`config.mk`:
```
export PLATFORM = sky130hd
export DESIGN_NAME = clkdiv_ctrl
export DESIGN_NICKNAME = d
export VERILOG_FILES = /design/src/rtl/clkdiv_pkg.sv /design/src/rtl/clkdiv_core.sv /design/src/rtl/clkdiv_ctrl.sv
export SDC_FILE = /design/constraint.sdc
export NUM_CORES = 1
export LEC_CHECK = 0
export CORE_UTILIZATION = 59
export DETAILED_ROUTE_END_ITERATION = 10
export GPL_TIMING_DRIVEN = 0
export PLACE_DENSITY = 0.93
export SLEW_MARGIN = 20
export SYNTH_ARGS = -nofsm -noshare
export SYNTH_HDL_FRONTEND = slang
export SYNTH_SLANG_ARGS = --single-unit
```
`constraint.sdc`:
```
create_clock -name iClk -period 4.45 [get_ports iClk]
set_clock_uncertainty 0.05 [all_clocks]
set_input_delay 0.89 -clock iClk [delete_from_list [all_inputs] [get_ports iClk]]
set_output_delay 0.89 -clock iClk [all_outputs]
set_load 0.02 [all_outputs]
```
`src/rtl/clkdiv_pkg.sv`:
```
// -----------------------------------------------------------------------------
// clkdiv_pkg
// Shared definitions for the run-time clock divider controller:
//   state_t             - controller state (STOP, RUN, DRAIN)
//   CLKDIV_WIDTH        - default counter / divisor width
//   CLKDIV_DEFAULT_DIV  - default divisor loaded at reset
// -----------------------------------------------------------------------------
package clkdiv_pkg;

    typedef enum logic [1:0] {
        ST_STOP  = 2'd0,
        ST_RUN   = 2'd1,
        ST_DRAIN = 2'd2
    } state_t;

    localparam int unsigned CLKDIV_WIDTH       = 25;
    localparam int unsigned CLKDIV_DEFAULT_DIV = 62500;

endpackage

```
`src/rtl/clkdiv_core.sv`:
```
// -----------------------------------------------------------------------------
// clkdiv_core
// Toggle-type divide counter with its active divisor register.
// While iRun is high the counter climbs to the divisor and then wraps to 0,
// toggling oClk, so each half-period lasts div+1 cycles. While iRun is low the
// counter and oClk are held at 0.
// Ports:
//   iClk, iRst_n - clock, asynchronous active-low reset
//   iRun         - count enable (low = held idle)
//   iLoad        - replace the divisor on this edge
//   iLoadVal     - divisor value written when iLoad is high
//   oClk         - divided clock (registered)
//   oBoundary    - this cycle ends a half-period (combinational, internal use)
//   oDiv         - divisor currently in use (registered)
// -----------------------------------------------------------------------------
module clkdiv_core
    import clkdiv_pkg::*;
#(
    parameter int unsigned WIDTH       = CLKDIV_WIDTH,
    parameter int unsigned DEFAULT_DIV = CLKDIV_DEFAULT_DIV
) (
    input  logic             iClk,
    input  logic             iRst_n,
    input  logic             iRun,
    input  logic             iLoad,
    input  logic [WIDTH-1:0] iLoadVal,
    output logic             oClk,
    output logic             oBoundary,
    output logic [WIDTH-1:0] oDiv
);

    logic [WIDTH-1:0] r_cnt;
    logic [WIDTH-1:0] r_div;
    logic             r_clk;

    // >= rather than == so a counter can never run past a smaller divisor
    assign oBoundary = iRun && (r_cnt >= r_div);

    always_ff @(posedge iClk or negedge iRst_n) begin
        if (!iRst_n) begin
            r_cnt <= '0;
            r_clk <= 1'b0;
            r_div <= WIDTH'(DEFAULT_DIV);
        end else begin
            if (!iRun) begin
                r_cnt <= '0;
                r_clk <= 1'b0;
            end else if (oBoundary) begin
                r_cnt <= '0;
                r_clk <= ~r_clk;
            end else begin
                r_cnt <= r_cnt + WIDTH'(1);
            end

            if (iLoad) begin
                r_div <= iLoadVal;
            end
        end
    end

    assign oClk = r_clk;
    assign oDiv = r_div;

endmodule

```
`src/rtl/clkdiv_ctrl.sv`:
```
// -----------------------------------------------------------------------------
// clkdiv_ctrl
// Run-time controller for the toggle-type clock divider: start/stop gating,
// valid/ready divisor loading, and glitch-free divisor changes applied only at
// half-period boundaries (or immediately while stopped).
// Optional build macro: CLKDIV_CTRL_TICK_EN enables oTick generation; when
// undefined oTick is tied to 0.
// Ports:
//   iClk, iRst_n - clock, asynchronous active-low reset
//   iEn          - run request (low = stop after the current high phase)
//   iCfgValid    - new divisor offered
//   iCfgDiv      - offered divisor
//   oCfgReady    - a divisor can be accepted
//   oClk         - divided clock
//   oTick        - one-cycle pulse with each oClk rise
//   oBusy        - controller is not stopped
//   oDiv         - divisor currently in use
// -----------------------------------------------------------------------------
module clkdiv_ctrl
    import clkdiv_pkg::*;
#(
    parameter int unsigned WIDTH       = CLKDIV_WIDTH,
    parameter int unsigned DEFAULT_DIV = CLKDIV_DEFAULT_DIV
) (
    input  logic             iClk,
    input  logic             iRst_n,
    input  logic             iEn,
    input  logic             iCfgValid,
    input  logic [WIDTH-1:0] iCfgDiv,
    output logic             oCfgReady,
    output logic             oClk,
    output logic             oTick,
    output logic             oBusy,
    output logic [WIDTH-1:0] oDiv
);

    state_t           r_state;
    state_t           w_state_nxt;
    logic             r_pend_vld;
    logic [WIDTH-1:0] r_pend_div;
    logic             r_cfg_ready;
    logic             r_busy;

    logic             w_pend_vld_nxt;
    logic [WIDTH-1:0] w_pend_div_nxt;
    logic             w_run;
    logic             w_bnd;
    logic             w_clk;
    logic             w_accept;
    logic             w_load;
    logic [WIDTH-1:0] w_load_val;

    assign w_run    = (r_state != ST_STOP);
    assign w_accept = iCfgValid & r_cfg_ready;

    clkdiv_core #(
        .WIDTH       (WIDTH),
        .DEFAULT_DIV (DEFAULT_DIV)
    ) u_core (
        .iClk      (iClk),
        .iRst_n    (iRst_n),
        .iRun      (w_run),
        .iLoad     (w_load),
        .iLoadVal  (w_load_val),
        .oClk      (w_clk),
        .oBoundary (w_bnd),
        .oDiv      (oDiv)
    );

    always_ff @(posedge iClk or negedge iRst_n) begin
        if (!iRst_n) begin
            r_state     <= ST_STOP;
            r_pend_vld  <= 1'b0;
            r_pend_div  <= '0;
            r_cfg_ready <= 1'b1;
            r_busy      <= 1'b0;
        end else begin
            r_state     <= w_state_nxt;
            r_pend_vld  <= w_pend_vld_nxt;
            r_pend_div  <= w_pend_div_nxt;
            r_cfg_ready <= ~w_pend_vld_nxt;
            r_busy      <= (w_state_nxt != ST_STOP);
        end
    end

    always_comb begin
        w_state_nxt    = r_state;
        w_pend_vld_nxt = r_pend_vld;
        w_pend_div_nxt = r_pend_div;
        w_load         = 1'b0;
        w_load_val     = r_pend_div;

        case (r_state)
            ST_STOP: begin
                // A value accepted on the last DRAIN boundary lands here;
                // ready is low then, so it cannot collide with a new offer.
                if (r_pend_vld) begin
                    w_load         = 1'b1;
                    w_pend_vld_nxt = 1'b0;
                end else if (w_accept) begin
                    w_load     = 1'b1;
                    w_load_val = iCfgDiv;
                end
                if (iEn) begin
                    w_state_nxt = ST_RUN;
                end
            end
            ST_RUN: begin
                if (!iEn) begin
                    w_state_nxt = ST_DRAIN;
                end
            end
            ST_DRAIN: begin
                // Stop only on the falling boundary so the high phase is whole
                if (iEn) begin
                    w_state_nxt = ST_RUN;
                end else if (w_bnd && w_clk) begin
                    w_state_nxt = ST_STOP;
                end
            end
            default: begin
                w_state_nxt = ST_STOP;
            end
        endcase

        if (w_run) begin
            // Accept requires no pending value, so these never overlap and a
            // value accepted on a boundary waits for the following one.
            if (w_bnd && r_pend_vld) begin
                w_load         = 1'b1;
                w_pend_vld_nxt = 1'b0;
            end
            if (w_accept) begin
                w_pend_vld_nxt = 1'b1;
                w_pend_div_nxt = iCfgDiv;
            end
        end
    end

`ifdef CLKDIV_CTRL_TICK_EN
    logic r_tick;

    always_ff @(posedge iClk or negedge iRst_n) begin
        if (!iRst_n) begin
            r_tick <= 1'b0;
        end else begin
            r_tick <= w_bnd & ~w_clk;
        end
    end

    assign oTick = r_tick;
`else
    assign oTick = 1'b0;
`endif

    assign oCfgReady = r_cfg_ready;
    assign oClk      = w_clk;
    assign oBusy     = r_busy;

endmodule

```
Word-level counts from Yosys, hierarchy flattened --
Index checks and enable logic that the tools add are counted.
Word-level totals: register bits 81
Cells by class: $add $sub $neg 1, order comparisons 1, equal/unequal tests 3, muxes and demuxes 21, bitwise logic cells 3, reduce and logical (&&, ||, !) cells 6
Operators with widths (count):
- 25-bit two-way mux | 5
- 25-bit by 1-bit adder with 25-bit output (second input constant) | 1
- 25-bit >= comparator | 1
- 1-bit two-way mux | 11
- 2-bit two-way mux | 4
- 2-bit one-hot mux with 3 select lines | 1
- 2-bit nonzero test | 2
- 1-bit logical AND | 3
- 2-bit by 1-bit == test with 1-bit output (second input constant) | 1
- 2-bit == test (second input constant) | 1
- 2-bit zero test | 1
- 2-bit != test (second input constant) | 1
- 1-bit inverter | 2
- 1-bit bitwise AND | 1

Logic depth before layout (Yosys ltp) --
Gate-level depths: netlist of run 1.
word-level depth 7, mapped depth 10, gate-level depth less buffers 8

Hierarchy --
Synthesis of run 1 repeated with hierarchy kept, for this count alone.
Unflattened totals: cells, all modules 398, area total of the unflattened synthesis 4212.8 um^2
By module, submodules not included:
- clkdiv_core | times used 1, cells an instance 294, area an instance 2733.9 um^2, sequential area each 1285.0 um^2
- clkdiv_ctrl | times used 1, cells an instance 104, area an instance 1478.9 um^2, sequential area each 752.0 um^2

Least setup slack after synthesis of run 1 --
No wires, ideal clock.
kind reg2reg, from register u_core.r_div[24] (netlist: u_core.oDiv[24]), to register u_core.r_div[0] (netlist: u_core.oDiv[0]), setup time 0.125 ns, arrival 2.280 ns, setup slack 1.995 ns, cell stages (with the launch flop) 9, path buffers 0, cell sequence dfrtp_1 inv_1 ha_1 nand4_2 nor4_2 nand2_1 o211ai_2 a2bb2oi_4 mux2_2
Between the ends: longest elaborated chain between the ends 5
Ends and longest elaborated chain:
- start: declaration | line clkdiv_core.sv:33 | logic [WIDTH-1:0] r_div;
- start signal: assignment | line clkdiv_core.sv:43 | r_div <= WIDTH'(DEFAULT_DIV);
- start signal: assignment | line clkdiv_core.sv:56 | r_div <= iLoadVal;
- 25-bit >= comparator | line clkdiv_core.sv:37 | assign oBoundary = iRun && (r_cnt >= r_div);
- 1-bit logical AND | line clkdiv_core.sv:37
- 1-bit logical AND | line clkdiv_ctrl.sv:129 | if (w_bnd && r_pend_vld) begin
- 1-bit two-way mux | line clkdiv_ctrl.sv:129
- 1-bit two-way mux | line clkdiv_ctrl.sv:126 | if (w_run) begin
No other way between the ends. A chain may end at the register's enable or synchronous reset.

Worst setup path in the final report of run 1 --
from register u_core.r_div[12] (netlist: u_core.oDiv[12]), to register u_core.r_cnt[13]
Between the ends: longest elaborated chain between the ends 4
Ends and longest elaborated chain:
- 25-bit >= comparator | line clkdiv_core.sv:37
- 1-bit logical AND | line clkdiv_core.sv:37
- 25-bit two-way mux | line clkdiv_core.sv:48 | end else if (oBoundary) begin
- 25-bit two-way mux | line clkdiv_core.sv:45 | if (!iRun) begin
- end signal: assignment | line clkdiv_core.sv:52 | r_cnt <= r_cnt + WIDTH'(1);
- end: declaration | line clkdiv_core.sv:32 | logic [WIDTH-1:0] r_cnt;
No other way between the ends.

==> results by group, run 1 <==
Finish
  • Fillers: 456
  • Commonest non-fill, non-tap cells in the layout: dfrtp_1 (73), clkdlybuf4s50_1 (55), mux2i_1 (48)
  • Area of the multi-input gates: roughly 2000 um^2
  • Diode count: 0
  • FF/Latch Area: ~2000 um^2
  • Share of cells above drive strength 1: between 10% and 20%
  • Commonest non-fill, non-tap cell in the layout: dfrtp_1
  • Area added between synthesis and finish: 22.9%
  • Final nets: between 400 and 500

CTS
  • CTS sink count: 81
  • CTS tree: done
  • Maximum clock path buffer count: 2
  • Clock slew at reported path FFs: 0.09 ns
  • Root Driver: clkbuf_8
  • Post-cts sizing count: 0
  • Num CTS Buffers: 9
  • H-tree levels: 3
  • Hold buffers post-CTS: 0
  • Postcts setup bufs: 0
  • Worst-Skew Late Latency: 0.36 ns

GRT
  • Number of global-route vias before repair: 3040
  • Initial antenna violation count: 0
  • Grt ovf: 0
  • GRT Overall Usage: between 20% and 30%
  • Met2 Track Usage GR: ~45%
  • Largest net degree at the start of global routing: 58
  • Met1 usage in global routing: ~30%
  • First-pass GRT wire length: about 14000 um
  • Gr busiest metal: met2
  • Met3 usage: ~5.6%

Routing
  • Number of DRC markers in iteration 0: between 100 and 150
  • Drt pass-1 iters: 4
  • Vias: 2955
  • WL/cell: ~16 um
  • DRC: 0
  • Drt via density: around 5.5
  • Detail Route Antenna Nets: 0
  • WL final: ~8600 um

Place
  • Pre-CTS WS: approximately 1.4 ns
  • RD Place Congestion: slightly below 0.8
  • PortBufs: between 50 and 60
  • Final HPWL DP: approximately 6100 um

Power and ir drop
  • Power per Cell Area: roughly 550 nW/um^2
  • Internal: between 1.5 and 2 mW
  • Leakage: around 2.3 nW
  • Switching portion of total power: approximately a third
  • Gate power share: 37.2%
  • Clk network pwr share: about a quarter
  • Flop pwr share: about 39%
  • VDD IR max: roughly 330 uV
  • Switching Power: 0.953 mW

Synthesis
  • Synth top area cells: dfrtp_1 (44%), mux2i_1 (12%), ha_1 (7.8%), mux2_2 (7.3%), dfstp_2 (5.0%)
  • Synth Instances: 364
  • Ys Warns: 0
  • Seq/Total Area, Yosys: about half
  • Area leader, netlist: dfrtp_1
  • Syn Std Cell Area: 4180 um^2
  • Yosys top cell area share: a little over two fifths
  • Post-Syn Area per Cell: 11.5 um^2
  • Syn_nets: 419
  • Synth cell types: 37
  • Synth Register Bits: a little over 80

Floorplan
  • Starting Density: 61.1%
  • Full die area: about 7400 um^2
  • Die Height: roughly 86 um
  • Cell Rows: 30
  • I/O pins: 58
  • Die X: 86.1 um
  • Core area: just under 7000 um^2

STA
  • Final worst path period share: roughly 61%
  • Pins Over Slew Limit: 0
  • Finish-stage setup viols: 0
  • Fin. Hold Viols: 0
  • Worst slew pin tran: about 0.91 ns
  • Setup slack after layout: approximately 1.7 ns
  • Final min period: between 2 and 3 ns
  • Fmax: 367 MHz
  • RSZ-0062 raised after global routing: false
  • Slew HR: between 30% and 40%
  • Total Neg Setup Slack: 0 ns

Worst setup path
  • RR Endpoint: u_core.r_cnt[13]$_DFF_PN0_
  • Worst reg2reg path depth: 10
  • Critical path fanouts, max: 10
  • Worst r2r src: u_core.oDiv[12]$_DFFE_PN1P_
  • R2R Setup Slk: 1.72 ns
  • WP data required: roughly 4.7 ns
  • CP Capture Type: flip-flop
  • CP arrival: approximately 3.0 ns
  • CP Class: flip-flop to flip-flop
  • CP Launch Type: flip-flop

Hold path
  • Min-Delay Path Class: input pin to asynchronous set/reset pin

Job
  • Max Cap Viol: 0

Run status
  • Run status: complete, no violations
## synth_stat cells, drive strengths merged
master   count
mux2        27
buf          8
o211ai       2
a31o         2
clkbuf       3
or2          1
mux2i       48
a21boi       1
a221oi       1
nor2b        1
and3         2
o21a         2
dfstp        8
nand3        9
ha          26
nor4         1
conb         1
a31oi        1
inv         29
xnor2       10
o21ai        7
a21o         1
a2bb2oi      2
dfrtp       73
nand4       12
and4         4
nor3         3
a21oi       11
xor2        14
nor2        38
nand2       16
## power by group through the flow
| stage | clock, mW | sequential [mW] | combinational (mW) |
|---|---|---|---|
| final | 0.665 | 1.11 | 1.05 |
| after global routing | 0.702 | 1.13 | 1.15 |
| after CTS | 0.673 | 1.11 | 1.06 |
| after detailed placement | 0 | 1.12 | 1.05 |
| after global placement | 0 | 1.11 | 1.00 |
| after floorplan | 0 | 1.24 | 0.491 |
## metal layers
metal	vias up	wire, um
li1	1401	-
met1	1462	3610
met2	77	4470
met3	15	394
met4	0	150
met5	-	0
## critical path, cell delays in order (launching register included)
cell and delay (ns):
dfstp_2 0.54, inv_1 0.05, ha_1 0.33, a21oi_1 0.15, o21ai_0 0.13, a221oi_1 0.31, o211ai_2 0.23, or2_2 0.32
buf_2 0.19, buf_2 0.21, nor2_1 0.13
## cells by family (layout without fill, tap and decap cells)
kind of cell / after synthesis / after routing / share of synthesized area, %
AOI/OAI and AO/OA: 30 / 30 / 4.97
xor gates and xnor gates: 24 / 24 / 5.03
adders and majority gates: 26 / 26 / 7.79
buffers and inverters: 40 / 113 / 4.49
DFF: 81 / 81 / 48.8
muxes: 75 / 75 / 18.8
other: 1 / 1 / 0.0898
and+or+nand+nor: 87 / 87 / 10.0
## metrics by stage
stage / cell area, um^2 / hold slack [ns] / total power, mW / util [%] / cells
global placement: 4860 / 0.436 / 2.11 / 71.1 / 516
floorplan: 4180 / 0.425 / 1.73 / - / 364
CTS: 5130 / 0.381 / 2.84 / 75.1 / 533
finish: 5130 / 0.378 / 2.83 / 75.1 / 533
detailed placement: 4880 / 0.442 / 2.17 / 71.4 / 517
global route: 5130 / 0.392 / 2.98 / 75.1 / 533
## how the worst max path moves through the flow
stage / endpoint / slack (ns) / start
floorplan: u_core.oDiv[0]$_DFFE_PN0P_ / 2.00 / u_core.oDiv[24]$_DFFE_PN0P_
global placement: r_pend_div[17]$_DFFE_PN0N_ / -0.29 / iRst_n
detailed placement: r_pend_div[15]$_DFFE_PN0N_ / 1.45 / iCfgValid
CTS: u_core.r_cnt[19]$_DFF_PN0_ / 1.73 / u_core.oDiv[12]$_DFFE_PN1P_
global route: u_core.r_cnt[21]$_DFF_PN0_ / 1.54 / u_core.oDiv[12]$_DFFE_PN1P_
finish: u_core.r_cnt[13]$_DFF_PN0_ / 1.72 / u_core.oDiv[12]$_DFFE_PN1P_
## area by class of cell
type	instances	share of cell area, %
multi-input cells	243	38.0
well taps	96	2.34
clock inverters	6	2.19
repair buffers	57	11.4
flip-flops and latches	81	39.7
plain buffers	11	1.54
clock buffers	10	2.68
inverters	29	2.12
## sequential cells by signal, summed over array words and instances, names as in the netlist
signal and flops:
r_pend_vld 1, oCfgReady 1, r_state 2, u_core.r_cnt 25
u_core.oDiv 25, oBusy 1, u_core.oClk 1, r_pend_div 25
No activity file was read; power rests on OpenSTA's default activity.
==> inputs of run 2 (changes only) <==
Settings changed: CORE_UTILIZATION 59 to 50, PLACE_DENSITY 0.93 to 0.85.
Clock period 4.45 ns to 2.5 ns, I/O delays scaled along.
==> run 2 against run 1 <==
The run now ends with setup timing left. Register-to-register slack lost 1.9 ns. Sequential power grew 78%. Highest routed layer unchanged. Final area grew 5.4%. Worst hold slack lost 0.34 ns. Count of clock-buffer cells in the layout is the same. Via count grew 3.6%. Die area grew 18%. Clock power grew 42%. Fmax grew 0.81%. Global-route usage shrank 3.6 points.
==> results by group, run 2 (synthesized netlist as in run 1, its figures left out) <==
Run status
  • Run status: finished with violations
  • Failing checks: setup timing

Floorplan
  • Die Height: between 90 and 100 um
  • Starting Density: between 50% and 60%
  • Full die area: around 8700 um^2
  • I/O pins: 58
  • Core area: approximately 8000 um^2
  • Cell Rows: 32
  • Die X: around 93 um

CTS
  • CTS tree: done
  • CTS sink count: a little over 80
  • Worst-Skew Late Latency: roughly 0.36 ns
  • Num CTS Buffers: 9
  • Clock slew at reported path FFs: about 0.090 ns
  • Root Driver: clkbuf_8
  • H-tree levels: 3
  • Maximum clock path buffer count: 2

Finish
  • Fillers: 556
  • Commonest non-fill, non-tap cells in the layout: dfrtp_1 (71), clkdlybuf4s50_1 (55), mux2i_1 (46)
  • Final instance area: 5410 um^2
  • Final nets: 507
  • Commonest non-fill, non-tap cell in the layout: dfrtp_1
  • Share of cells above drive strength 1: 23.2%
  • FF/Latch Area: ~2000 um^2
  • Area added between synthesis and finish: 29.6%
  • Area of the multi-input gates: 2070 um^2
  • Final Core Density: 68.6%
  • Diode count: 0

STA
  • RSZ-0062 raised after global routing: true
  • Setup slack after layout: -0.206 ns
  • Worst slew pin tran: approximately 0.64 ns
  • Worst hold margin: 0.0384 ns
  • Pins Over Slew Limit: 0
  • Final worst path period share: 108%
  • Slew HR: between 50% and 60%
  • Fin. Hold Viols: 0
  • Finish-stage setup viols: 47
  • Fmax: approximately 370 MHz
  • Final min period: about 2.7 ns

Job
  • Max Cap Viol: 0

Worst setup path
  • CP Class: flip-flop to flip-flop
  • WP data required: 2.74 ns
  • R2R Setup Slk: -0.21 ns
  • RR Endpoint: u_core.oDiv[12]$_DFFE_PN1P_
  • Critical path fanouts, max: 5
  • Slowest library cell on the worst path: dfstp_2
  • CP top delay family: simple AND/OR/NAND/NOR gates
  • Critical-path cell list: inv_2 -> ha_4 -> nand4_1 -> nor4_4 -> nand2_1 -> o211ai_4 -> a2bb2oi_4 -> buf_6 -> clkbuf_16 -> mux2i_1
  • CP Capture Type: flip-flop
  • CP Launch Type: flip-flop
  • CP arrival: 2.94 ns
  • Worst r2r src: u_core.oDiv[15]$_DFFE_PN1P_
  • Max stage delay on crit path: between 0.5 and 0.6 ns
  • CP Buf/Inv Count: 3
  • Worst reg2reg path depth: 10

Hold path
  • Min-Delay Path Class: input pin to asynchronous set/reset pin

GRT
  • Initial antenna violation count: 0
  • Grt ovf: 0
  • GRT Overall Usage: a little over a fifth
  • Number of global-route vias before repair: between 3000 and 4000
  • First-pass GRT wire length: 14500 um
  • Largest net degree at the start of global routing: 50

Power and ir drop
  • Leakage: about 2.4 nW
  • Power Total: approximately 5.1 mW
  • VDD IR max: around 670 uV
  • Power per Cell Area: between 900 and 1000 nW/um^2

Place
  • RD Place Congestion: approximately 0.84
  • Pre-CTS WS: -0.213 ns
  • Final HPWL DP: between 6000 and 7000 um
  • DP Area: 4890 um^2
  • PortBufs: 56

Routing
  • Detail Route Antenna Nets: 0
  • Drt via density: 5.47
  • Number of DRC markers in iteration 0: 133
  • DRC: 0
  • Drt pass-1 iters: 4
  • WL/cell: about 17 um
  • Vias: around 3100
  • WL final: 9380 um
==> run 2: cell types whose count changed in the layout (fill, tap and decap cells not counted), sizes merged <==
| cell | before | now |
|---|---|---|
| clkinv | 1 | 5 |
| bufinv | 3 | 1 |
| inv | 31 | 29 |
| buf | 10 | 29 |
| clkbuf | 13 | 14 |
==> run 2: cell type report <==
type / instances / share of cell area (%)
clock buffer: 10 / 2.36
multi-input combinational: 243 / 38.2
timing repair buffer: 78 / 14.6
inverter: 29 / 2.01
tap: 102 / 2.36
clock inverter: 6 / 1.09
sequential: 81 / 37.7
buffer: 10 / 1.62
==> run 2: where the power goes <==
| part | switching [mW] | internal (mW) |
|---|---|---|
| clock network | 0.487 | 0.457 |
| registers | 0.242 | 1.74 |
| logic | 1.08 | 1.09 |
| total | 1.81 | 3.28 |
==> run 2: per-layer routing <==
metal	up-vias	part of all wire [%]	GRT usage, %
met1	1518	42	26.4
met3	32	3.6	4.72
met4	0	3.3	11.9
li1	1432	-	-
met5	-	0	0
met2	78	51	36.0
==> run 2: worst reg2reg max path: cells and delay by family (launching register included) <==
| family | cells | cell delay (ns) |
|---|---|---|
| flip-flops | 1 | 0.56 |
| buffers and inverters | 3 | 0.38 |
| AND/OR/NAND/NOR | 3 | 0.76 |
| multiplexers | 1 | 0.21 |
| adder cells (fa/ha/maj) | 1 | 0.26 |
| AO/OA/AOI/OAI | 2 | 0.43 |
==> run 2: worst max path at each step <==
stage | to | from | depth (start not counted) | slack [ns]
after floorplan | u_core.oDiv[0]$_DFFE_PN0P_ | u_core.oDiv[24]$_DFFE_PN0P_ | 8 | 0.05
after global placement | u_core.oDiv[4]$_DFFE_PN0P_ | iRst_n | 1 | -1.93
after detailed placement | u_core.r_cnt[17]$_DFF_PN0_ | u_core.oDiv[12]$_DFFE_PN1P_ | 10 | -0.21
after CTS | u_core.oDiv[0]$_DFFE_PN0P_ | u_core.r_cnt[18]$_DFF_PN0_ | 8 | 0.003
after global routing | u_core.oDiv[12]$_DFFE_PN1P_ | u_core.oDiv[15]$_DFFE_PN1P_ | 10 | -0.27
final | u_core.oDiv[12]$_DFFE_PN1P_ | u_core.oDiv[15]$_DFFE_PN1P_ | 10 | -0.21
==> run 2: timing repair <==
action,in CTS,in global routing
setup buffers,6,13
gates resized for setup,15,16
gates cloned,1,1
pin swaps,6,9
hold buffers,0,0
setup endpoints to repair,45,49
==> run 2: through the flow <==
step	std cells	TNS, ns
after global routing	559	-9.41
final	559	-5.69
after detailed placement	523	-6.33
after CTS	545	0
after floorplan	364	0
after global placement	522	-151.94
